**config.mk**
```make
export PLATFORM = sky130hd
export DESIGN_NAME = diag_spi_controller_flat
export DESIGN_NICKNAME = d
export VERILOG_FILES = /design/src/rtl/diag_spi_controller_pkg.sv /design/src/rtl/diag_spi_controller_if.sv /design/src/rtl/diag_spi_shifter.sv /design/src/rtl/diag_spi_controller.sv /design/src/flat_wrapper.sv
export SDC_FILE = /design/constraint.sdc
export NUM_CORES = 1
export LEC_CHECK = 0
export CAP_MARGIN = 20
export CORE_MARGIN = 2
export CORE_UTILIZATION = 35
export DETAILED_ROUTE_END_ITERATION = 6
export GPL_ROUTABILITY_DRIVEN = 0
export SLEW_MARGIN = 20
export SYNTH_ARGS = -nofsm -noshare
export SYNTH_HDL_FRONTEND = slang
export SYNTH_HIERARCHICAL = 1
export SYNTH_SLANG_ARGS = --single-unit
```
**constraint.sdc**
```tcl
create_clock -name clk -period 2.8 [get_ports clk]
set_input_delay 0.42 -clock clk [delete_from_list [all_inputs] [get_ports clk]]
set_output_delay 0.42 -clock clk [all_outputs]
set_load 0.01 [all_outputs]
```
**src/rtl/diag_spi_controller_pkg.sv**
```systemverilog
// Shared definitions for the ROMulator SPI diagnostics controller.
// Holds the command opcodes, the default configuration-select width and
// the byte-level FSM state encoding.
package diag_spi_controller_pkg;

  localparam int CONFIG_BITS = 5;

  localparam logic [7:0] CMD_HALT       = 8'h01;
  localparam logic [7:0] CMD_RUN        = 8'h02;
  localparam logic [7:0] CMD_READ_MEM   = 8'h03;
  localparam logic [7:0] CMD_WRITE_MEM  = 8'h04;
  localparam logic [7:0] CMD_SET_CONFIG = 8'h05;
  localparam logic [7:0] CMD_READ_VRAM  = 8'h06;
  localparam logic [7:0] CMD_STATUS     = 8'h07;

  typedef enum logic [2:0] {
    ST_IDLE,
    ST_CMD,
    ST_ADDR_HI,
    ST_ADDR_LO,
    ST_DATA
  } state_e;

endpackage

```
**src/rtl/diag_spi_controller_if.sv**
```systemverilog
// SPI pins and shadow-RAM port of the diagnostics controller.
//   spi_cs_n/spi_clk/spi_mosi : host -> controller (asynchronous to clk)
//   spi_miso                  : controller -> host
//   ram_addr/ram_wdata/ram_we/ram_cs : controller -> RAM
//   ram_rdata                 : RAM -> controller, valid 1 clk after ram_cs
// Modport master is the controller side, slave is the host/RAM side.
interface diag_spi_controller_if #(
  parameter int ADDR_W = 16
);
  logic              spi_cs_n;
  logic              spi_clk;
  logic              spi_mosi;
  logic              spi_miso;
  logic [ADDR_W-1:0] ram_addr;
  logic [7:0]        ram_rdata;
  logic [7:0]        ram_wdata;
  logic              ram_we;
  logic              ram_cs;

  modport master (
    input  spi_cs_n, spi_clk, spi_mosi, ram_rdata,
    output spi_miso, ram_addr, ram_wdata, ram_we, ram_cs
  );

  modport slave (
    output spi_cs_n, spi_clk, spi_mosi, ram_rdata,
    input  spi_miso, ram_addr, ram_wdata, ram_we, ram_cs
  );
endinterface

```
**src/rtl/diag_spi_shifter.sv**
```systemverilog
// SPI mode-0 bit layer: synchronises the host pins into clk, detects edges,
// assembles received bytes MSB first and shifts tx_byte out on MISO.
//   cs_fall/cs_rise : one-clk strobes on synchronised chip-select edges
//   byte_done       : one-clk strobe on the 8th SCK rising edge, rx_byte valid
//   tx_byte         : byte to send, sampled on the SCK falling edge that
//                     follows the previous byte's 8th rising edge
module diag_spi_shifter (
  input  logic       clk,
  input  logic       rst,
  input  logic       spi_cs_n,
  input  logic       spi_clk,
  input  logic       spi_mosi,
  input  logic [7:0] tx_byte,
  output logic       spi_miso,
  output logic       cs_fall,
  output logic       cs_rise,
  output logic       byte_done,
  output logic [7:0] rx_byte
);
  logic       sck_p0, sck_p1, sck_p2;
  logic       cs_p0, cs_p1, cs_p2;
  logic       mosi_p0, mosi_p1;
  logic       sck_rise, sck_fall;
  logic [2:0] bit_cnt;
  logic [7:0] rx_sr, tx_sr;

  // sync stage p0/p1, p2 only for edge detection
  always_ff @(posedge clk or posedge rst) begin
    if (rst) begin
      sck_p0 <= 1'b0; sck_p1 <= 1'b0; sck_p2 <= 1'b0;
      cs_p0 <= 1'b1; cs_p1 <= 1'b1; cs_p2 <= 1'b1;
      mosi_p0 <= 1'b0; mosi_p1 <= 1'b0;
    end else begin
      sck_p0 <= spi_clk;  sck_p1 <= sck_p0; sck_p2 <= sck_p1;
      cs_p0 <= spi_cs_n;  cs_p1 <= cs_p0;   cs_p2 <= cs_p1;
      mosi_p0 <= spi_mosi; mosi_p1 <= mosi_p0;
    end
  end

  assign sck_rise  = sck_p1 & ~sck_p2;
  assign sck_fall  = ~sck_p1 & sck_p2;
  assign cs_fall   = ~cs_p1 & cs_p2;
  assign cs_rise   = cs_p1 & ~cs_p2;
  assign rx_byte   = {rx_sr[6:0], mosi_p1};
  assign byte_done = ~cs_p1 & sck_rise & (bit_cnt == 3'd7);

  // shift stage: CS high holds everything cleared, so a partial byte is lost
  always_ff @(posedge clk or posedge rst) begin
    if (rst) begin
      bit_cnt  <= 3'd0;
      rx_sr    <= 8'h00;
      tx_sr    <= 8'h00;
      spi_miso <= 1'b0;
    end else if (cs_p1) begin
      bit_cnt  <= 3'd0;
      rx_sr    <= 8'h00;
      tx_sr    <= 8'h00;
      spi_miso <= 1'b0;
    end else begin
      if (sck_rise) begin
        rx_sr   <= rx_byte;
        bit_cnt <= bit_cnt + 3'd1;
      end
      // bit_cnt==0 on a falling edge means a byte just finished: present
      // bit 7 of the next byte before the host's next rising edge
      if (sck_fall) begin
        if (bit_cnt == 3'd0) begin
          spi_miso <= tx_byte[7];
          tx_sr    <= {tx_byte[6:0], 1'b0};
        end else begin
          spi_miso <= tx_sr[7];
          tx_sr    <= {tx_sr[6:0], 1'b0};
        end
      end
    end
  end
endmodule

```
**src/rtl/diag_spi_controller.sv**
```systemverilog
// SPI-slave diagnostics controller: halts the CPU, reads/writes the shadow
// RAM, streams VRAM and holds the memory configuration flags.
// Ports: clk, rst (async, active high); halt; bus (SPI pins + RAM port,
// master modport); configuration/ram_disable_in/rom_disable_in straps;
// config_byte/ram_disable_out/rom_disable_out active flags; vram_raddr,
// vram_rdata, vram_rclk, vram_size for the VRAM read port.
// Build option: define DIAG_VRAM_READ_EN to enable command 0x06 (READ_VRAM);
// otherwise vram_raddr is tied to 0 and 0x06 is an unknown command.
module diag_spi_controller #(
  parameter int CONFIG_BITS = diag_spi_controller_pkg::CONFIG_BITS,
  parameter int ADDR_W      = 16,
  parameter int VRAM_AW     = 11
) (
  input  logic                   clk,
  input  logic                   rst,
  output logic                   halt,
  diag_spi_controller_if.master  bus,
  input  logic [CONFIG_BITS-1:0] configuration,
  output logic [VRAM_AW-1:0]     vram_raddr,
  input  logic [7:0]             vram_rdata,
  output logic                   vram_rclk,
  output logic [CONFIG_BITS-1:0] config_byte,
  input  logic [VRAM_AW-1:0]     vram_size,
  input  logic                   ram_disable_in,
  output logic                   ram_disable_out,
  input  logic                   rom_disable_in,
  output logic                   rom_disable_out
);
  import diag_spi_controller_pkg::*;

`ifdef DIAG_VRAM_READ_EN
  localparam bit VRAM_EN = 1'b1;
`else
  localparam bit VRAM_EN = 1'b0;
`endif

  state_e                 state;
  logic [7:0]             cmd_q, addr_hi_q, tx_byte, rx_byte, status;
  logic [ADDR_W-1:0]      addr_q, addr_start, ram_addr_q;
  logic [7:0]             ram_wdata_q;
  logic                   ram_cs_q, ram_we_q;
  logic [VRAM_AW-1:0]     vram_raddr_q;
  logic [VRAM_AW:0]       vram_next;
  logic                   vram_wrap;
  logic                   rd_p0, rd_p1, vrd_p0, vrd_p1;
  logic                   loaded_q, halt_q, ram_dis_q, rom_dis_q;
  logic [CONFIG_BITS-1:0] config_q;
  logic                   cs_fall, cs_rise, byte_done, miso;

  diag_spi_shifter u_shifter (
    .clk       (clk),
    .rst       (rst),
    .spi_cs_n  (bus.spi_cs_n),
    .spi_clk   (bus.spi_clk),
    .spi_mosi  (bus.spi_mosi),
    .tx_byte   (tx_byte),
    .spi_miso  (miso),
    .cs_fall   (cs_fall),
    .cs_rise   (cs_rise),
    .byte_done (byte_done),
    .rx_byte   (rx_byte)
  );

  assign bus.spi_miso    = miso;
  assign bus.ram_addr    = ram_addr_q;
  assign bus.ram_wdata   = ram_wdata_q;
  assign bus.ram_cs      = ram_cs_q;
  assign bus.ram_we      = ram_we_q;
  assign halt            = halt_q;
  assign config_byte     = config_q;
  assign ram_disable_out = ram_dis_q;
  assign rom_disable_out = rom_dis_q;
  assign vram_rclk       = clk;
  assign vram_raddr      = VRAM_EN ? vram_raddr_q : '0;

  assign addr_start = ADDR_W'({addr_hi_q, rx_byte});
  assign vram_next  = {1'b0, vram_raddr_q} + (VRAM_AW + 1)'(1);
  assign vram_wrap  = vram_next >= {1'b0, vram_size};
  assign status     = 8'({halt_q, rom_dis_q, ram_dis_q, config_q});

  always_ff @(posedge clk or posedge rst) begin
    if (rst) begin
      state        <= ST_IDLE;
      cmd_q        <= 8'h00;
      addr_hi_q    <= 8'h00;
      addr_q       <= '0;
      ram_addr_q   <= '0;
      ram_wdata_q  <= 8'h00;
      ram_cs_q     <= 1'b0;
      ram_we_q     <= 1'b0;
      vram_raddr_q <= '0;
      tx_byte      <= 8'h00;
      rd_p0        <= 1'b0;
      rd_p1        <= 1'b0;
      vrd_p0       <= 1'b0;
      vrd_p1       <= 1'b0;
      loaded_q     <= 1'b0;
      halt_q       <= 1'b0;
      config_q     <= '0;
      ram_dis_q    <= 1'b0;
      rom_dis_q    <= 1'b0;
    end else begin
      ram_cs_q <= 1'b0;
      ram_we_q <= 1'b0;
      rd_p0    <= 1'b0;
      vrd_p0   <= 1'b0;
      rd_p1    <= rd_p0;
      vrd_p1   <= vrd_p0;

      if (!loaded_q) begin
        loaded_q  <= 1'b1;
        config_q  <= configuration;
        ram_dis_q <= ram_disable_in;
        rom_dis_q <= rom_disable_in;
      end

      // fetch stage: memory data arrives 1 clk after the request cycle
      if (rd_p1)  tx_byte <= bus.ram_rdata;
      if (vrd_p1) tx_byte <= vram_rdata;

      if (cs_rise) begin
        state <= ST_IDLE;
      end else if (cs_fall) begin
        state   <= ST_CMD;
        tx_byte <= 8'h00;
      end else if (byte_done) begin
        case (state)
          ST_CMD: begin
            cmd_q   <= rx_byte;
            tx_byte <= 8'h00;
            state   <= ST_DATA;
            case (rx_byte)
              CMD_HALT:      halt_q <= 1'b1;
              CMD_RUN:       halt_q <= 1'b0;
              CMD_READ_MEM,
              CMD_WRITE_MEM: state <= ST_ADDR_HI;
              CMD_STATUS:    tx_byte <= status;
              CMD_READ_VRAM: begin
                vram_raddr_q <= '0;
                vrd_p0       <= VRAM_EN && (vram_size != '0);
              end
              default: ;
            endcase
          end
          ST_ADDR_HI: begin
            addr_hi_q <= rx_byte;
            state     <= ST_ADDR_LO;
          end
          ST_ADDR_LO: begin
            state <= ST_DATA;
            if (cmd_q == CMD_READ_MEM) begin
              ram_addr_q <= addr_start;
              ram_cs_q   <= halt_q;
              rd_p0      <= halt_q;
              addr_q     <= addr_start + ADDR_W'(1);
            end else begin
              addr_q <= addr_start;
            end
          end
          ST_DATA: begin
            case (cmd_q)
              CMD_READ_MEM: begin
                ram_addr_q <= addr_q;
                ram_cs_q   <= halt_q;
                rd_p0      <= halt_q;
                if (!halt_q) tx_byte <= 8'h00;
                addr_q     <= addr_q + ADDR_W'(1);
              end
              CMD_WRITE_MEM: begin
                if (halt_q) begin
                  ram_addr_q  <= addr_q;
                  ram_wdata_q <= rx_byte;
                  ram_cs_q    <= 1'b1;
                  ram_we_q    <= 1'b1;
                end
                addr_q <= addr_q + ADDR_W'(1);
              end
              CMD_SET_CONFIG: begin
                config_q  <= rx_byte[CONFIG_BITS-1:0];
                ram_dis_q <= rx_byte[5];
                rom_dis_q <= rx_byte[6];
                cmd_q     <= 8'h00;
              end
              CMD_READ_VRAM: begin
                vram_raddr_q <= vram_wrap ? '0 : vram_next[VRAM_AW-1:0];
                vrd_p0       <= VRAM_EN && (vram_size != '0);
                tx_byte      <= 8'h00;
              end
              default: tx_byte <= 8'h00;
            endcase
          end
          default: ;
        endcase
      end
    end
  end
endmodule

```
**src/flat_wrapper.sv**
```systemverilog
// flat-port wrapper written by rule: the top's interface ports become plain ports
module diag_spi_controller_flat import diag_spi_controller_pkg::*;
#(
  parameter int CONFIG_BITS = diag_spi_controller_pkg::CONFIG_BITS,
  parameter int ADDR_W      = 16,
  parameter int VRAM_AW     = 11
)
  (clk, rst, halt, configuration, vram_raddr, vram_rdata, vram_rclk, config_byte, vram_size, ram_disable_in, ram_disable_out, rom_disable_in, rom_disable_out, bus_spi_cs_n, bus_spi_clk, bus_spi_mosi, bus_ram_rdata, bus_spi_miso, bus_ram_addr, bus_ram_wdata, bus_ram_we, bus_ram_cs);
  diag_spi_controller_if #(.ADDR_W(ADDR_W)) bus_i ();
  input  logic clk;
  input  logic rst;
  output logic halt;
  input  logic [CONFIG_BITS-1:0] configuration;
  output logic [VRAM_AW-1:0] vram_raddr;
  input  logic [7:0] vram_rdata;
  output logic vram_rclk;
  output logic [CONFIG_BITS-1:0] config_byte;
  input  logic [VRAM_AW-1:0] vram_size;
  input  logic ram_disable_in;
  output logic ram_disable_out;
  input  logic rom_disable_in;
  output logic rom_disable_out;
  input wire logic [$bits(bus_i.spi_cs_n)-1:0] bus_spi_cs_n;
  input wire logic [$bits(bus_i.spi_clk)-1:0] bus_spi_clk;
  input wire logic [$bits(bus_i.spi_mosi)-1:0] bus_spi_mosi;
  input wire logic [$bits(bus_i.ram_rdata)-1:0] bus_ram_rdata;
  output wire logic [$bits(bus_i.spi_miso)-1:0] bus_spi_miso;
  output wire logic [$bits(bus_i.ram_addr)-1:0] bus_ram_addr;
  output wire logic [$bits(bus_i.ram_wdata)-1:0] bus_ram_wdata;
  output wire logic [$bits(bus_i.ram_we)-1:0] bus_ram_we;
  output wire logic [$bits(bus_i.ram_cs)-1:0] bus_ram_cs;
  assign bus_i.spi_cs_n = bus_spi_cs_n;
  assign bus_i.spi_clk = bus_spi_clk;
  assign bus_i.spi_mosi = bus_spi_mosi;
  assign bus_i.ram_rdata = bus_ram_rdata;
  assign bus_spi_miso = bus_i.spi_miso;
  assign bus_ram_addr = bus_i.ram_addr;
  assign bus_ram_wdata = bus_i.ram_wdata;
  assign bus_ram_we = bus_i.ram_we;
  assign bus_ram_cs = bus_i.ram_cs;
  diag_spi_controller #(.CONFIG_BITS(CONFIG_BITS), .ADDR_W(ADDR_W), .VRAM_AW(VRAM_AW)) u_core (.clk(clk), .rst(rst), .halt(halt), .bus(bus_i), .configuration(configuration), .vram_raddr(vram_raddr), .vram_rdata(vram_rdata), .vram_rclk(vram_rclk), .config_byte(config_byte), .vram_size(vram_size), .ram_disable_in(ram_disable_in), .ram_disable_out(ram_disable_out), .rom_disable_in(rom_disable_in), .rom_disable_out(rom_disable_out));
endmodule
```
==> impl_metrics.tcl <==
set metrics [dict create \
    status "finished, final reports clean" \
    regArea_um2 2656 \
    netlist_instances 563 \
    post_dp_cell_area_um2 6357 \
    cap_violations 0 \
    cp_data_required_time_ns 3.16 \
    yosys_most_used_dff "dfrtp_1" \
    grt-ovfl-total 0 \
    pwr_density_cell_nw_per_um2 489.5 \
    slew_headroom_pct 36.06 \
    drc 0 \
    combinationalPowerShare_pct 5.1 \
    dp_slack_ns 0.2263 \
    synth.ff_latch_count 106 \
    timing.final.ws_setup_ns 0.2358 \
    cts_setup_buffers 0 \
    final.setup_skew_ns 0.008012 \
    fin_crit_ns 2.564 \
    core_area_um2 15310 \
    start_kind "flip-flop" \
    clock.fmax_ghz 0.3900 \
    io_pins 86 \
    die_x_um 129.7 \
    wl_per_cell_um 16.64 \
    dp_hpwl_um 9641 \
    final_common_cell "nand2_1" \
    initialDrtViolationCount 408 \
    grt_setup_unrepaired "false" \
    syn_to_final_growth_pct 21.82 \
    drt-vias-per-instance 5.166 \
    peakVddDrop_uv 302.4 \
    crit_type "reg2reg" \
    p_int_uw 2534 \
    yosysSeqAreaShare_pct 48.05 \
    synth_area_um2 5528 \
    start_util_pct 36.09 \
    routed_wl_um 13990 \
    die_h_um 129.7 \
    critPathMaxFanout 12 \
    rows 45 \
    finalSetupTns_ns 0 \
    cp.arrival_ns 2.92 \
    grt_usage_pct 17.87 \
    syn_avg_cell_area_um2 9.818 \
    grt_pass1_wl_um 23240 \
    cts_resized 0 \
    switchingPower_uw 761.6 \
    ys_warn_count 6 \
    insertion_delay_ns 0.47 \
    synth-edff-count 0 \
    final_cell_mix "106 x nand2_1, 103 x dfrtp_1, 55 x clkdlybuf4s50_1" \
    first_pass_iters 5 \
    antenna_found_initial 0 \
    worstMarginPinSlew_ns 0.9572 \
    seq_power_share_pct 48.0 \
    end_kind "flip-flop" \
    antennaDiodeCount 0 \
    ys_types 55 \
    path_clk_slew_ns 0.07 \
    finalSetupViolations 0 \
    final_hold_viol_count 0 \
    hold_ws_ns 0.2706 \
    p_clk_share_pct 47.0 \
    critPathLaunch "u_core/cmd_q[3]" \
    r2r-start "u_core/cmd_q[3]" \
    die_area_um2 16820 \
    switching_share_pct 23.11 \
    cts_tree "built" \
    leakage_uw 0.002953 \
    vias 4345 \
    postCtsHoldBufs 0 \
    hold_path_class "in2async" \
    multi_input_area_um2 2633 \
    drv_slew 0 \
    nets 672 \
    async_flop_share_pct 100.0 \
    fin_crit_sh_pct 91.58 \
    grt_pass1_vias 4407 \
    io_buffers 55 \
    drive_gt1_share_pct 13.97 \
    fin_area_um2 6734 \
    detail-route-antenna-nets 0 \
    nFillCells 1521 \
    grt_max_degree 38 \
]
power groups by stage:
| stage | sequential, uW | combinational (uW) | clock (uW) |
|---|---|---|---|
| detailed placement | 1610 | 170 | 36.3 |
| finish | 1580 | 167 | 1550 |
| global placement | 1610 | 166 | 36.3 |
| floorplan | 1600 | 107 | 29.4 |
| CTS | 1580 | 171 | 1590 |
| global route | 1580 | 188 | 1650 |
critical path, stage by stage, from the launching register on:
cell      delay, ns
dfrtp_1        0.39
or4_4          0.63
a211oi_1       0.40
o21ai_2        0.21
a221oi_4       0.23
buf_4          0.27
mux2_4         0.32
worst paths after layout:
check / end / slack, ns / depth (start not counted)
hold reg to reg: u_core/u_shifter/sck_p1 / 0.35 / 0
min in group clk: u_core/u_shifter/sck_p1 / 0.35 / 0
setup reg to reg: u_core/bus.ram_addr[7] / 0.24 / 6
max in group asynchronous: u_core/addr_q[7] / 1.87 / 3
hold / removal: u_core/tx_byte[7] / 0.27 / 2
setup / recovery: u_core/bus.ram_addr[7] / 0.24 / 6
cell families after synthesis:
family                   Yosys count  share of synthesized area [%]
AND/OR/NAND/NOR                  212                          18.52
AO/OA/AOI/OAI                    109                          12.68
flip-flops                       106                          48.05
multiplexers                      57                          11.57
buffers and inverters             56                          5.183
XOR/XNOR                          13                          2.060
adder cells (fa/ha/maj)            8                          1.811
other                              2                         0.1359
Yosys cell counts, types with 3 or more instances:
cell | instances | share of area, %
a211o_1 | 3 | 0.48
a211oi_1 | 7 | 0.95
a21o_1 | 3 | 0.41
a21oi_1 | 37 | 3.3
a31oi_1 | 5 | 0.57
and2_1 | 4 | 0.45
and3_1 | 4 | 0.45
buf_1 | 3 | 0.20
buf_2 | 4 | 0.36
buf_4 | 16 | 2.2
clkbuf_1 | 18 | 1.2
dfrtp_1 | 103 | 47
dfstp_2 | 3 | 1.4
ha_1 | 8 | 1.8
inv_1 | 14 | 0.95
mux2_2 | 19 | 3.9
mux2_4 | 9 | 2.4
mux2i_1 | 29 | 5.3
nand2_1 | 106 | 7.2
nand2b_1 | 3 | 0.34
nand3_1 | 14 | 1.3
nand3b_1 | 3 | 0.41
nand4_1 | 5 | 0.57
nor2_1 | 23 | 1.6
nor2b_1 | 7 | 0.79
nor3_1 | 14 | 1.3
nor3b_1 | 4 | 0.54
nor4_1 | 8 | 0.91
nor4_2 | 3 | 0.68
o21ai_0 | 24 | 2.2
o22ai_1 | 5 | 0.57
o2bb2ai_1 | 8 | 1.3
o31ai_1 | 4 | 0.54
or3_1 | 4 | 0.45
or3b_1 | 3 | 0.48
xnor2_1 | 3 | 0.48
xor2_1 | 10 | 1.6
area by class of cell:
class	count	share of cell area (%)
multi-input combinational	411	39.09
inverter	14	0.7990
timing repair buffer	79	11.00
clock inverter	7	1.133
clock buffer	13	4.608
sequential	106	39.45
tap	211	3.920
state kept, by name, summed over array words and instances, names as in the netlist, 3 cells and up:
| name | count |
|---|---|
| u_core/tx_byte | 8 |
| u_core/state | 3 |
| u_core/u_shifter/tx_sr | 7 |
| u_core/addr_q | 16 |
| u_core/u_shifter/bit_cnt | 3 |
| u_core/u_shifter/rx_sr | 7 |
| u_core/config_byte | 5 |
| u_core/addr_hi_q | 8 |
| u_core/bus.ram_addr | 16 |
| u_core/bus.ram_wdata | 8 |
| u_core/cmd_q | 8 |
through the flow:
step                      util, %  power, uW  std cells
after global routing        43.97       3424        841
after detailed placement    41.51       1817        822
after floorplan                 -       1737        573
final                       43.97       3296        841
after global placement      41.51       1813        822
after CTS                   43.97       3345        841
metal layers:
layer  up-vias  wire length [um]  GRT usage (%)
li1       2067                 -              -
met1      2139              6513          24.86
met2       119              6476          27.44
met3        20               701          3.055
met4         0               299          7.906
met5         -                 0              0
(Power assumes the default switching activity.)
